==> src/rtl/active_vertex_writeback_pkg.sv <==
// Shared widths, FSM encoding and error-flag positions for the active-vertex write-back tail.
// Optional feature macro used by this block: WB_UPDATE_COUNT_EN.
package active_vertex_writeback_pkg;

    localparam int unsigned V_ID_WIDTH_DEF      = 20;
    localparam int unsigned ITERATION_WIDTH_DEF = 8;
    localparam int unsigned CORE_NUM_WIDTH_DEF  = 5;

    typedef enum logic [1:0] {
        StRun     = 2'd0,
        StDrain   = 2'd1,
        StEndHold = 2'd2
    } wb_state_e;

    localparam int unsigned ErrOverflow     = 0;
    localparam int unsigned ErrStaleEnd     = 1;
    localparam int unsigned ErrCoreMismatch = 2;

endpackage

==> src/rtl/active_vertex_writeback_if.sv <==
// Apply-side, frontend-side and bitmap write-back signals of the write-back tail.
// The updated_count signal exists only when WB_UPDATE_COUNT_EN is defined.
interface active_vertex_writeback_if #(
    parameter int unsigned V_ID_WIDTH      = active_vertex_writeback_pkg::V_ID_WIDTH_DEF,
    parameter int unsigned ITERATION_WIDTH = active_vertex_writeback_pkg::ITERATION_WIDTH_DEF
);
    logic [V_ID_WIDTH-1:0]      apply_v_id;
    logic                       apply_v_updated;
    logic                       apply_v_valid;
    logic                       apply_iteration_end;
    logic                       apply_iteration_end_valid;
    logic [ITERATION_WIDTH-1:0] apply_iteration_id;
    logic [ITERATION_WIDTH-1:0] frontend_iteration_id;
    logic                       frontend_iteration_done;
    logic                       apply_stage_full;
    logic [V_ID_WIDTH-1:0]      backend_active_v_id;
    logic                       backend_active_v_updated;
    logic                       backend_active_v_id_valid;
    logic                       backend_iteration_end;
    logic                       backend_iteration_end_valid;
    logic [ITERATION_WIDTH-1:0] backend_iteration_id;
    logic [2:0]                 err_flags;
`ifdef WB_UPDATE_COUNT_EN
    logic [V_ID_WIDTH-1:0]      updated_count;
`endif

    modport slave (
        input  apply_v_id, apply_v_updated, apply_v_valid,
        input  apply_iteration_end, apply_iteration_end_valid, apply_iteration_id,
        input  frontend_iteration_id, frontend_iteration_done,
`ifdef WB_UPDATE_COUNT_EN
        output updated_count,
`endif
        output apply_stage_full,
        output backend_active_v_id, backend_active_v_updated, backend_active_v_id_valid,
        output backend_iteration_end, backend_iteration_end_valid, backend_iteration_id,
        output err_flags
    );

    modport master (
        output apply_v_id, apply_v_updated, apply_v_valid,
        output apply_iteration_end, apply_iteration_end_valid, apply_iteration_id,
        output frontend_iteration_id, frontend_iteration_done,
`ifdef WB_UPDATE_COUNT_EN
        input  updated_count,
`endif
        input  apply_stage_full,
        input  backend_active_v_id, backend_active_v_updated, backend_active_v_id_valid,
        input  backend_iteration_end, backend_iteration_end_valid, backend_iteration_id,
        input  err_flags
    );

endinterface

==> src/rtl/active_vertex_writeback_result_fifo.sv <==
// wb_result_fifo: synchronous FIFO with occupancy count, async active-low reset and sync flush.
// Push while full and pop while empty are ignored.
module wb_result_fifo #(
    parameter int unsigned WIDTH       = 21,
    parameter int unsigned DEPTH_WIDTH = 4
) (
    input  logic                   clk_i,
    input  logic                   rst_ni,
    input  logic                   flush_i,
    input  logic                   push_i,
    input  logic                   pop_i,
    input  logic [WIDTH-1:0]       wdata_i,
    output logic [WIDTH-1:0]       rdata_o,
    output logic [DEPTH_WIDTH:0]   count_o,
    output logic                   empty_o,
    output logic                   full_o
);
    localparam int unsigned Depth = 1 << DEPTH_WIDTH;

    logic [WIDTH-1:0]       mem_q [Depth];
    logic [DEPTH_WIDTH-1:0] wr_ptr_q, wr_ptr_d, rd_ptr_q, rd_ptr_d;
    logic [DEPTH_WIDTH:0]   count_q, count_d;
    logic                   do_push, do_pop;

    assign empty_o = (count_q == '0);
    assign full_o  = (count_q == (DEPTH_WIDTH + 1)'(Depth));
    assign do_push = push_i && !full_o && !flush_i;
    assign do_pop  = pop_i && !empty_o && !flush_i;

    always_comb begin
        wr_ptr_d = wr_ptr_q;
        rd_ptr_d = rd_ptr_q;
        count_d  = count_q;
        if (flush_i) begin
            wr_ptr_d = '0;
            rd_ptr_d = '0;
            count_d  = '0;
        end else begin
            if (do_push) wr_ptr_d = wr_ptr_q + DEPTH_WIDTH'(1);
            if (do_pop)  rd_ptr_d = rd_ptr_q + DEPTH_WIDTH'(1);
            count_d = count_q + (DEPTH_WIDTH + 1)'(do_push) - (DEPTH_WIDTH + 1)'(do_pop);
        end
    end

    always_ff @(posedge clk_i or negedge rst_ni) begin
        if (!rst_ni) begin
            wr_ptr_q <= '0;
            rd_ptr_q <= '0;
            count_q  <= '0;
        end else begin
            wr_ptr_q <= wr_ptr_d;
            rd_ptr_q <= rd_ptr_d;
            count_q  <= count_d;
        end
    end

    // Storage needs no reset: the pointers define which entries are meaningful.
    always_ff @(posedge clk_i) begin
        if (do_push) mem_q[wr_ptr_q] <= wdata_i;
    end

    assign rdata_o = mem_q[rd_ptr_q];
    assign count_o = count_q;

endmodule

==> src/rtl/active_vertex_writeback.sv <==
// Per-core apply tail: queues vertex results, writes the active bitmap one entry per cycle and
// turns the in-band end marker into a held iteration-end handshake. Option: WB_UPDATE_COUNT_EN.
module active_vertex_writeback
    import active_vertex_writeback_pkg::*;
#(
    parameter int unsigned CORE_ID          = 0,
    parameter int unsigned CORE_NUM_WIDTH   = CORE_NUM_WIDTH_DEF,
    parameter int unsigned V_ID_WIDTH       = V_ID_WIDTH_DEF,
    parameter int unsigned ITERATION_WIDTH  = ITERATION_WIDTH_DEF,
    parameter int unsigned FIFO_DEPTH_WIDTH = 4,
    parameter int unsigned FULL_THRESH      = 12
) (
    input logic                        clk,
    input logic                        rst,
    active_vertex_writeback_if.slave   bus
);
    localparam int unsigned FifoW = V_ID_WIDTH + 1;
    localparam int unsigned CntW  = FIFO_DEPTH_WIDTH + 1;

    wb_state_e                  state_q, state_d;
    logic [ITERATION_WIDTH-1:0] cur_iter_q, cur_iter_d;
    logic [V_ID_WIDTH-1:0]      out_id_q, out_id_d;
    logic                       out_upd_q, out_upd_d;
    logic                       out_valid_q, out_valid_d;
    logic                       end_q, end_d;
    logic                       full_q, full_d;
    logic [2:0]                 err_q, err_d;

    logic [FifoW-1:0] fifo_rdata;
    logic [CntW-1:0]  fifo_count, count_next;
    logic             fifo_empty, fifo_full;
    logic             flush, core_ok, marker, push, pop;

    assign flush   = bus.frontend_iteration_done;
    assign core_ok = (bus.apply_v_id[CORE_NUM_WIDTH-1:0] == CORE_NUM_WIDTH'(CORE_ID));
    assign marker  = bus.apply_iteration_end && bus.apply_iteration_end_valid;
    assign push    = bus.apply_v_valid && core_ok && !fifo_full && !flush;
    assign pop     = (state_q != StEndHold) && !fifo_empty && !flush;

    wb_result_fifo #(
        .WIDTH       (FifoW),
        .DEPTH_WIDTH (FIFO_DEPTH_WIDTH)
    ) u_fifo (
        .clk_i   (clk),
        .rst_ni  (rst),
        .flush_i (flush),
        .push_i  (push),
        .pop_i   (pop),
        .wdata_i ({bus.apply_v_id, bus.apply_v_updated}),
        .rdata_o (fifo_rdata),
        .count_o (fifo_count),
        .empty_o (fifo_empty),
        .full_o  (fifo_full)
    );

    always_comb begin
        state_d     = state_q;
        cur_iter_d  = cur_iter_q;
        err_d       = err_q;
        out_valid_d = pop;
        out_id_d    = pop ? fifo_rdata[FifoW-1:1] : out_id_q;
        out_upd_d   = pop ? fifo_rdata[0] : out_upd_q;
        count_next  = fifo_count + CntW'(push) - CntW'(pop);

        if (bus.apply_v_valid && !flush) begin
            if (!core_ok)       err_d[ErrCoreMismatch] = 1'b1;
            else if (fifo_full) err_d[ErrOverflow]     = 1'b1;
        end

        unique case (state_q)
            StRun: begin
                if (marker) begin
                    if (bus.apply_iteration_id == cur_iter_q) state_d = StDrain;
                    else                                      err_d[ErrStaleEnd] = 1'b1;
                end
            end
            // Wait until the last popped entry has also left the output register.
            StDrain: begin
                if (fifo_empty && !out_valid_q) state_d = StEndHold;
            end
            StEndHold: begin
                if (bus.frontend_iteration_id != cur_iter_q) begin
                    cur_iter_d = cur_iter_q + ITERATION_WIDTH'(1);
                    state_d    = StRun;
                end
            end
            default: state_d = StRun;
        endcase

        if (flush) begin
            state_d     = StRun;
            cur_iter_d  = bus.frontend_iteration_id;
            out_valid_d = 1'b0;
            count_next  = '0;
        end

        end_d  = (state_d == StEndHold);
        full_d = (count_next >= CntW'(FULL_THRESH));
    end

    always_ff @(posedge clk or negedge rst) begin
        if (!rst) begin
            state_q     <= StRun;
            cur_iter_q  <= '0;
            out_id_q    <= '0;
            out_upd_q   <= 1'b0;
            out_valid_q <= 1'b0;
            end_q       <= 1'b0;
            full_q      <= 1'b0;
            err_q       <= '0;
        end else begin
            state_q     <= state_d;
            cur_iter_q  <= cur_iter_d;
            out_id_q    <= out_id_d;
            out_upd_q   <= out_upd_d;
            out_valid_q <= out_valid_d;
            end_q       <= end_d;
            full_q      <= full_d;
            err_q       <= err_d;
        end
    end

`ifdef WB_UPDATE_COUNT_EN
    logic [V_ID_WIDTH-1:0] upd_cnt_q, upd_cnt_d;

    always_comb begin
        upd_cnt_d = upd_cnt_q;
        if (state_q == StEndHold && state_d == StRun) upd_cnt_d = '0;
        else if (pop && fifo_rdata[0])               upd_cnt_d = upd_cnt_q + V_ID_WIDTH'(1);
    end

    always_ff @(posedge clk or negedge rst) begin
        if (!rst) upd_cnt_q <= '0;
        else      upd_cnt_q <= upd_cnt_d;
    end

    assign bus.updated_count = upd_cnt_q;
`endif

    assign bus.apply_stage_full            = full_q;
    assign bus.backend_active_v_id         = out_id_q;
    assign bus.backend_active_v_updated    = out_upd_q;
    assign bus.backend_active_v_id_valid   = out_valid_q;
    assign bus.backend_iteration_end       = end_q;
    assign bus.backend_iteration_end_valid = end_q;
    assign bus.backend_iteration_id        = cur_iter_q;
    assign bus.err_flags                   = err_q;

endmodule

==> src/flat_wrapper.sv <==
// flat-port wrapper written by rule: the top's interface ports become plain ports
module active_vertex_writeback_flat import active_vertex_writeback_pkg::*;
#(
    parameter int unsigned CORE_ID          = 0,
    parameter int unsigned CORE_NUM_WIDTH   = CORE_NUM_WIDTH_DEF,
    parameter int unsigned V_ID_WIDTH       = V_ID_WIDTH_DEF,
    parameter int unsigned ITERATION_WIDTH  = ITERATION_WIDTH_DEF,
    parameter int unsigned FIFO_DEPTH_WIDTH = 4,
    parameter int unsigned FULL_THRESH      = 12
)
  (clk, rst, bus_apply_v_id, bus_apply_v_updated, bus_apply_v_valid, bus_apply_iteration_end, bus_apply_iteration_end_valid, bus_apply_iteration_id, bus_frontend_iteration_id, bus_frontend_iteration_done, bus_apply_stage_full, bus_backend_active_v_id, bus_backend_active_v_updated, bus_backend_active_v_id_valid, bus_backend_iteration_end, bus_backend_iteration_end_valid, bus_backend_iteration_id, bus_err_flags);
  active_vertex_writeback_if #(.V_ID_WIDTH(V_ID_WIDTH), .ITERATION_WIDTH(ITERATION_WIDTH)) bus_i ();
  input logic clk;
  input logic rst;
  input wire logic [$bits(bus_i.apply_v_id)-1:0] bus_apply_v_id;
  input wire logic [$bits(bus_i.apply_v_updated)-1:0] bus_apply_v_updated;
  input wire logic [$bits(bus_i.apply_v_valid)-1:0] bus_apply_v_valid;
  input wire logic [$bits(bus_i.apply_iteration_end)-1:0] bus_apply_iteration_end;
  input wire logic [$bits(bus_i.apply_iteration_end_valid)-1:0] bus_apply_iteration_end_valid;
  input wire logic [$bits(bus_i.apply_iteration_id)-1:0] bus_apply_iteration_id;
  input wire logic [$bits(bus_i.frontend_iteration_id)-1:0] bus_frontend_iteration_id;
  input wire logic [$bits(bus_i.frontend_iteration_done)-1:0] bus_frontend_iteration_done;
  output wire logic [$bits(bus_i.apply_stage_full)-1:0] bus_apply_stage_full;
  output wire logic [$bits(bus_i.backend_active_v_id)-1:0] bus_backend_active_v_id;
  output wire logic [$bits(bus_i.backend_active_v_updated)-1:0] bus_backend_active_v_updated;
  output wire logic [$bits(bus_i.backend_active_v_id_valid)-1:0] bus_backend_active_v_id_valid;
  output wire logic [$bits(bus_i.backend_iteration_end)-1:0] bus_backend_iteration_end;
  output wire logic [$bits(bus_i.backend_iteration_end_valid)-1:0] bus_backend_iteration_end_valid;
  output wire logic [$bits(bus_i.backend_iteration_id)-1:0] bus_backend_iteration_id;
  output wire logic [$bits(bus_i.err_flags)-1:0] bus_err_flags;
  assign bus_i.apply_v_id = bus_apply_v_id;
  assign bus_i.apply_v_updated = bus_apply_v_updated;
  assign bus_i.apply_v_valid = bus_apply_v_valid;
  assign bus_i.apply_iteration_end = bus_apply_iteration_end;
  assign bus_i.apply_iteration_end_valid = bus_apply_iteration_end_valid;
  assign bus_i.apply_iteration_id = bus_apply_iteration_id;
  assign bus_i.frontend_iteration_id = bus_frontend_iteration_id;
  assign bus_i.frontend_iteration_done = bus_frontend_iteration_done;
  assign bus_apply_stage_full = bus_i.apply_stage_full;
  assign bus_backend_active_v_id = bus_i.backend_active_v_id;
  assign bus_backend_active_v_updated = bus_i.backend_active_v_updated;
  assign bus_backend_active_v_id_valid = bus_i.backend_active_v_id_valid;
  assign bus_backend_iteration_end = bus_i.backend_iteration_end;
  assign bus_backend_iteration_end_valid = bus_i.backend_iteration_end_valid;
  assign bus_backend_iteration_id = bus_i.backend_iteration_id;
  assign bus_err_flags = bus_i.err_flags;
  active_vertex_writeback #(.CORE_ID(CORE_ID), .CORE_NUM_WIDTH(CORE_NUM_WIDTH), .V_ID_WIDTH(V_ID_WIDTH), .ITERATION_WIDTH(ITERATION_WIDTH), .FIFO_DEPTH_WIDTH(FIFO_DEPTH_WIDTH), .FULL_THRESH(FULL_THRESH)) u_core (.clk(clk), .rst(rst), .bus(bus_i));
endmodule
==> config.mk <==
export PLATFORM = sky130hd
export DESIGN_NAME = active_vertex_writeback_flat
export DESIGN_NICKNAME = d
export VERILOG_FILES = /design/src/rtl/active_vertex_writeback_pkg.sv /design/src/rtl/active_vertex_writeback_if.sv /design/src/rtl/active_vertex_writeback_result_fifo.sv /design/src/rtl/active_vertex_writeback.sv /design/src/flat_wrapper.sv
export SDC_FILE = /design/constraint.sdc
export NUM_CORES = 1
export LEC_CHECK = 0
export CAP_MARGIN = 15
export CORE_ASPECT_RATIO = 0.75
export CORE_MARGIN = 2
export CORE_UTILIZATION = 25
export DETAILED_ROUTE_END_ITERATION = 12
export DONT_BUFFER_PORTS = 1
export GPL_ROUTABILITY_DRIVEN = 0
export HOLD_SLACK_MARGIN = 0.1
export PLACE_DENSITY_LB_ADDON = 0.15
export SLEW_MARGIN = 25
export SYNTH_ARGS = -nofsm -noshare
export SYNTH_HDL_FRONTEND = slang
export SYNTH_SLANG_ARGS = --single-unit
export TNS_END_PERCENT = 1
==> constraint.sdc <==
create_clock -name clk -period 4.1 [get_ports clk]
set_clock_uncertainty 0.2 [all_clocks]
set_input_delay 0.41 -clock clk [delete_from_list [all_inputs] [get_ports clk]]
set_output_delay 0.41 -clock clk [all_outputs]
set_load 0.03 [all_outputs]
# Yosys cells after proc, flatten, opt, wreduce, memory -nomap -nowiden
# Memories as Yosys holds them, arrays and structs flattened. A register that Yosys moved wholly into a read port is not among the register bits.
# Cells that the tools add are included.
# W data, S select, Z words.
# word_totals
elab_cells,75
inputBits,43
memories,1
ram_bits,336
regBits,29
output_inout_bits,36
# memory_table
memory,words,width,read_ports,rd_clocked_by_memory_dff,write_ports,line,text
u_core.u_fifo.mem_q,16,21,1,1,1,active_vertex_writeback_result_fifo.sv:20,logic [WIDTH-1:0] mem_q [Depth];
# op_classes
n_lt_le_gt_ge,1
n_addsub,7
bitwise_logic,2
n_mux,18
n_eq_ne,7
reduce_logical,28
# ops
operator,n
$mux W8,3
$mux W4,4
$logic_and A1 B1 Y1,12
$add A5 B1 Y5,2
$logic_not A5 Y1,2
$mux W2,5
$mux W5,2
$sub A5 B1 Y5,2
$add A4 B1 Y4 const B,2
$add A8 B1 Y8 const B,1
$eq A8 B8 Y1,1
$ne A8 B8 Y1,1
$reduce_bool A2 Y1,4
$pmux W2 S3,1
$reduce_and A3 Y1,2
$eq A5 B5 Y1 const B,1
$ge A5 B4 Y1 const B,1
$logic_not A1 Y1,5
$eq A2 B2 Y1 const B,2
$reduce_and A2 Y1,2
$mux W1,3
$eq A2 B1 Y1 const B,1
$logic_not A2 Y1,1
$ne A2 B2 Y1 const B,1
$not A1 Y1,2

# Depth between registers and ports, before layout
# depth
ltp_word,9
depth_mapped,16
mapped_depth_nobuf,14

# Modules after synthesis
# A second synthesis with hierarchy kept.
# hier_totals
hier_cells,900
area_unflattened_um2,15857.7
# by_module_without_submodules
mod,cells_each,area_each_um2,instances,seq_area_each_um2
wb_result_fifo,712,13798.2,1,10415.0
active_vertex_writeback,188,2059.5,1,925.9

# Least setup slack after synthesis
# No wires, ideal clock.
# synth_timing
path_kind,input port to flip-flop
from,input port bus_apply_v_id[0]
to,memory u_core.u_fifo.mem_q[1][0] (enable)
cell_stages,5
path_slack_ps,-99
n_path_buf,1
required_time_ps,3447
setup_time_ps,453
t_arrival_ps,3547
path_cell_list,or4_4 -> nor4_4 -> inv_2 -> buf_6 -> nor4_1
# synth_via
elab_chain_cells,8
# synth_rtl
element,line,text
start: declaration,flat_wrapper.sv:15,input wire logic [$bits(bus_i.apply_v_id)-1:0] bus_apply_v_id;
$logic_not A5 Y1,active_vertex_writeback.sv:35,assign core_ok = (bus.apply_v_id[CORE_NUM_WIDTH-1:0] == CORE_NUM_WIDTH'(CORE_ID));
$logic_and A1 B1 Y1 (3 in series),active_vertex_writeback.sv:37,assign push = bus.apply_v_valid && core_ok && !fifo_full && !flush;
$logic_and A1 B1 Y1 (2 in series),active_vertex_writeback_result_fifo.sv:27,assign do_push = push_i && !full_o && !flush_i;
$mux W1,active_vertex_writeback_result_fifo.sv:59,if (do_push) mem_q[wr_ptr_q] <= wdata_i;
$mux W1 (not written as such),active_vertex_writeback_result_fifo.sv:59,
end: declaration,active_vertex_writeback_result_fifo.sv:20,
# No other way between the ends.

# Final worst setup path
# layout_timing
from,input port bus_apply_v_id[0]
to,register u_core.full_q (netlist: u_core.bus.apply_stage_full)
# layout_via
elab_chain_cells,8
# layout_rtl
element,line,text
$logic_not A5 Y1,active_vertex_writeback.sv:35,
$logic_and A1 B1 Y1 (3 in series),active_vertex_writeback.sv:37,
$add A5 B1 Y5,active_vertex_writeback.sv:63,count_next = fifo_count + CntW'(push) - CntW'(pop);
$sub A5 B1 Y5,active_vertex_writeback.sv:63,
$mux W5,active_vertex_writeback.sv:90,if (flush) begin
$ge A5 B4 Y1,active_vertex_writeback.sv:98,full_d = (count_next >= CntW'(FULL_THRESH));
net u_core.full_d,active_vertex_writeback.sv:26,"logic full_q, full_d;"
end signal: assignment,active_vertex_writeback.sv:118,full_q <= full_d;
end: declaration,active_vertex_writeback.sv:26,
# The timed path passes the listed nets, and every way through them passes these cells.
# A chain may end at the register's enable or synchronous reset.

==> key figures <==
Flow run
  • Max Cap Viol: 0

Floorplanning
  • I/O Pins: 79
  • Initial core utilization: 25.1%
  • Die H: around 220 microns
  • Die X-Extent: 292 microns
  • Rows: 79
  • Die footprint: 64,100 sq um
  • Core ar.: 61,700 sq um

Layout
  • N_diodes: 0
  • Final nets: between 900 and 1k
  • Final core occ: 30.1%
  • Non-filler cells, final: around 1.7k
  • Design Area, Final: 18,600 sq um
  • Commonest non-fill, non-tap cell in the layout: edfxtp_1
  • Syn-to-layout area delta: 19.7%
  • Share of layout cells above drive strength 1: 22.6%
  • Most frequent cells in the layout: edfxtp_1, mux4_2, dfrtp_1

Clock tree
  • Clock slew at reported path FFs: 0.06 ns
  • CTS root buffer: clkbuf_16
  • CTS tree: yes
  • H-Tree Depth: 2
  • Clock Latency Late Sink: 0.55 ns
  • Clk buf depth: 3
  • TritonCTS Buffers: 41
  • CTS Sinks: 386

Power and ir drop
  • Power Dens Cells: 589 nW/um^2
  • P_leak: 6.01 nW
  • Maximum vdd drop: 0.000343 V

GRT
  • Vias in the first global route: 8,000
  • Global-route wire length before repair: 57.8 mm
  • Largest net degree at the start of global routing: 51
  • GRT Total Usage: 12.4%
  • Initial antenna violation count: 1
  • Total global routing overflow: 0

Detailed routing
  • Routed len/inst: between 20 and 25 microns
  • M1 wire length: roughly 20 mm
  • Drc violations: 0
  • Routed length on met2: 17.6 mm
  • Met3 routed WL: approximately 1.5 mm
  • Detailed Routing Iterations Pass 1: 4
  • DR vias: 7,643
  • Vias/cell: 4.46
  • Routed wire length: 39.3 mm
  • Routed Antenna Nets: 0
  • Max Used Layer: met5
  • First DRT Iteration DRCs: around 570

Timing
  • RSZ-0062 raised after global routing: false
  • Fin. Hold Viols: 0
  • Max-slew violations: 0
  • Fmax: 265 MHz
  • Period utilization: 92.0%
  • Endpoints failing setup: 0
  • Worst Tran Pin Value: slightly below 0.8 ns
  • Final Critical Period: 3.77 ns
  • Max-slew headroom: 46.6%
  • Fin Hold WS: 0.246 ns

Worst hold path
  • Worst hold path type: input pin to async pin

Setup path
  • Critical Path RT: 4.35 ns
  • Start of the worst register-to-register path: u_core.u_fifo.count_o[3]
  • Setup crit end kind: flip-flop
  • Worst reg2reg path depth: 14
  • Crit Path Class: input pin to flip-flop
  • Crit path DAT: roughly 4.0 ns
  • CP Launch Point: bus_apply_v_id[0]
  • Setup crit end: u_core.bus.apply_stage_full
  • Type of origin of the critical path: input pin
  • Worst-path maximum fanout: 17
  • Capture point of the worst reg-to-reg path: u_core.u_fifo.count_o[3]
  • R2R Setup Slk: 0.41 ns

Logic synthesis
  • Syn_nets: around 860
  • Synthesized area: ~16,000 sq um
  • Avg Cell Area, Syn: 19.5 sq um
  • Synth top area share: 65.0%
  • Yosys reg bits: 386
  • Seq/Total Area, Yosys: 73.1%
  • Area contributors post-synth: edfxtp_1, mux4_2, dfrtp_1
  • Unique masters post-synth: 48
  • Synth warn: 0
  • Yosys top cell by area: edfxtp_1
  • Cell count after synthesis: 795

Place
  • Dpl cells: 1,598
  • I/O Buffers: 0
  • Placed Area: 16,800 sq um
  • Placed wire-length estimate: approximately 23 mm

Status
  • Status: completed
==> worst min-delay path by stage <==
| stage | start | depth (start not counted) | endpoint | slack, ns |
|---|---|---|---|---|
| global route | rst | 2 | u_core.bus.backend_active_v_id[0] | 0.25 |
| detailed placement | rst | 0 | u_core.bus.backend_iteration_id[6] | -0.08 |
| global placement | rst | 0 | u_core.bus.backend_iteration_id[6] | -0.08 |
| CTS | rst | 2 | u_core.bus.backend_active_v_id[0] | 0.23 |
| floorplan | rst | 0 | u_core.bus.apply_stage_full | -0.09 |
| finish | rst | 2 | u_core.bus.backend_active_v_id[0] | 0.25 |
==> flip-flops by register name (all words and copies together) (netlist names), 2 cells and up <==
name / count
u_core.bus.backend_active_v_id: 20
u_core.state_q: 2
u_core.bus.err_flags: 3
u_core.u_fifo.count_o: 5
u_core.bus.backend_iteration_id: 8
u_core.u_fifo.rd_ptr_q: 4
u_core.u_fifo.mem_q: 336
u_core.u_fifo.wr_ptr_q: 4
==> layout make-up <==
type / count / area [sq um]
multi-input cells: 339 / 3930
well taps: 810 / 1010
inverters: 23 / 86.3
flip-flops and latches: 386 / 11300
clock inverters: 13 / 191
clock buffers: 60 / 1170
fillers: 6043 / 43100
repair buffers: 82 / 823
==> logic make-up (layout without fill, tap and decap cells) <==
kind of cell	after synthesis	in the layout	synth area share (%)
and+or+nand+nor	84	84	3.15
xor gates and xnor gates	27	27	1.52
muxes	128	128	15.0
adders and majority gates	17	17	1.47
buffers and inverters	70	178	1.90
AOI/OAI and AO/OA	83	83	3.82
DFF	386	386	73.1
==> routing by layer <==
layer | up-vias | GRT usage (%)
met1 | 4117 | 18.0
met5 | - | 0
li1 | 3371 | -
met2 | 101 | 19.1
met3 | 52 | 2.51
met4 | 2 | 2.63
==> cells in the mapped netlist, drive strengths merged <==
library cell / n
edfxtp: 336
mux4: 84
dfrtp: 50
mux2i: 44
clkbuf: 25
inv: 23
a21o: 22
buf: 22
o22ai: 21
nand2: 20
nor2: 18
xnor2: 16
ha: 15
a21oi: 12
xor2: 11
and2: 9
a2111o: 8
nand4: 7
nor4: 7
o211ai: 7
nand3: 5
nor2b: 3
o21ai: 3
o21bai: 3
a211oi: 2
a31oi: 2
fa: 2
nand2b: 2
nor3b: 2
or3: 2
or4: 2
a41o: 1
and3: 1
and4: 1
and4b: 1
nand3b: 1
nor4b: 1
nor4bb: 1
o311ai: 1
o41ai: 1
or4b: 1
==> metrics by stage <==
| stage | power, mW | TNS [ns] | setup slack (ns) |
|---|---|---|---|
| after floorplan | 6.56 | -8.35 | -0.0995 |
| after global placement | 7.23 | 0 | 0.619 |
| after detailed placement | 7.23 | 0 | 0.533 |
| after CTS | 11.2 | 0 | 0.341 |
| after global routing | 11.5 | 0 | 0.149 |
| final | 10.9 | 0 | 0.330 |
==> report_power, final <==
| group | internal [mW] | switching [mW] | leakage [nW] |
|---|---|---|---|
| clock network | 2.24 | 1.52 | 0.660 |
| registers | 4.43 | 0.565 | 3.64 |
| logic | 1.16 | 1.03 | 1.70 |
==> critical path: stages <==
cell	delay, ns
dlygate4sd3_1	0.75
or4_4	0.67
nor4_4	0.39
inv_2	0.20
ha_1	0.32
inv_1	0.04
ha_1	0.22
fa_1	0.45
a21oi_1	0.16
o21bai_1	0.10
xnor2_1	0.14
a31oi_1	0.17
==> repair_timing <==
item | 4_1_cts | 5_1_grt
resized for setup | 0 | 0
setup buffers | 0 | 0
hold buffers | 42 | 0
hold endpoints to repair | 414 | 0
Note: power is estimated with default switching activity, not from simulation.
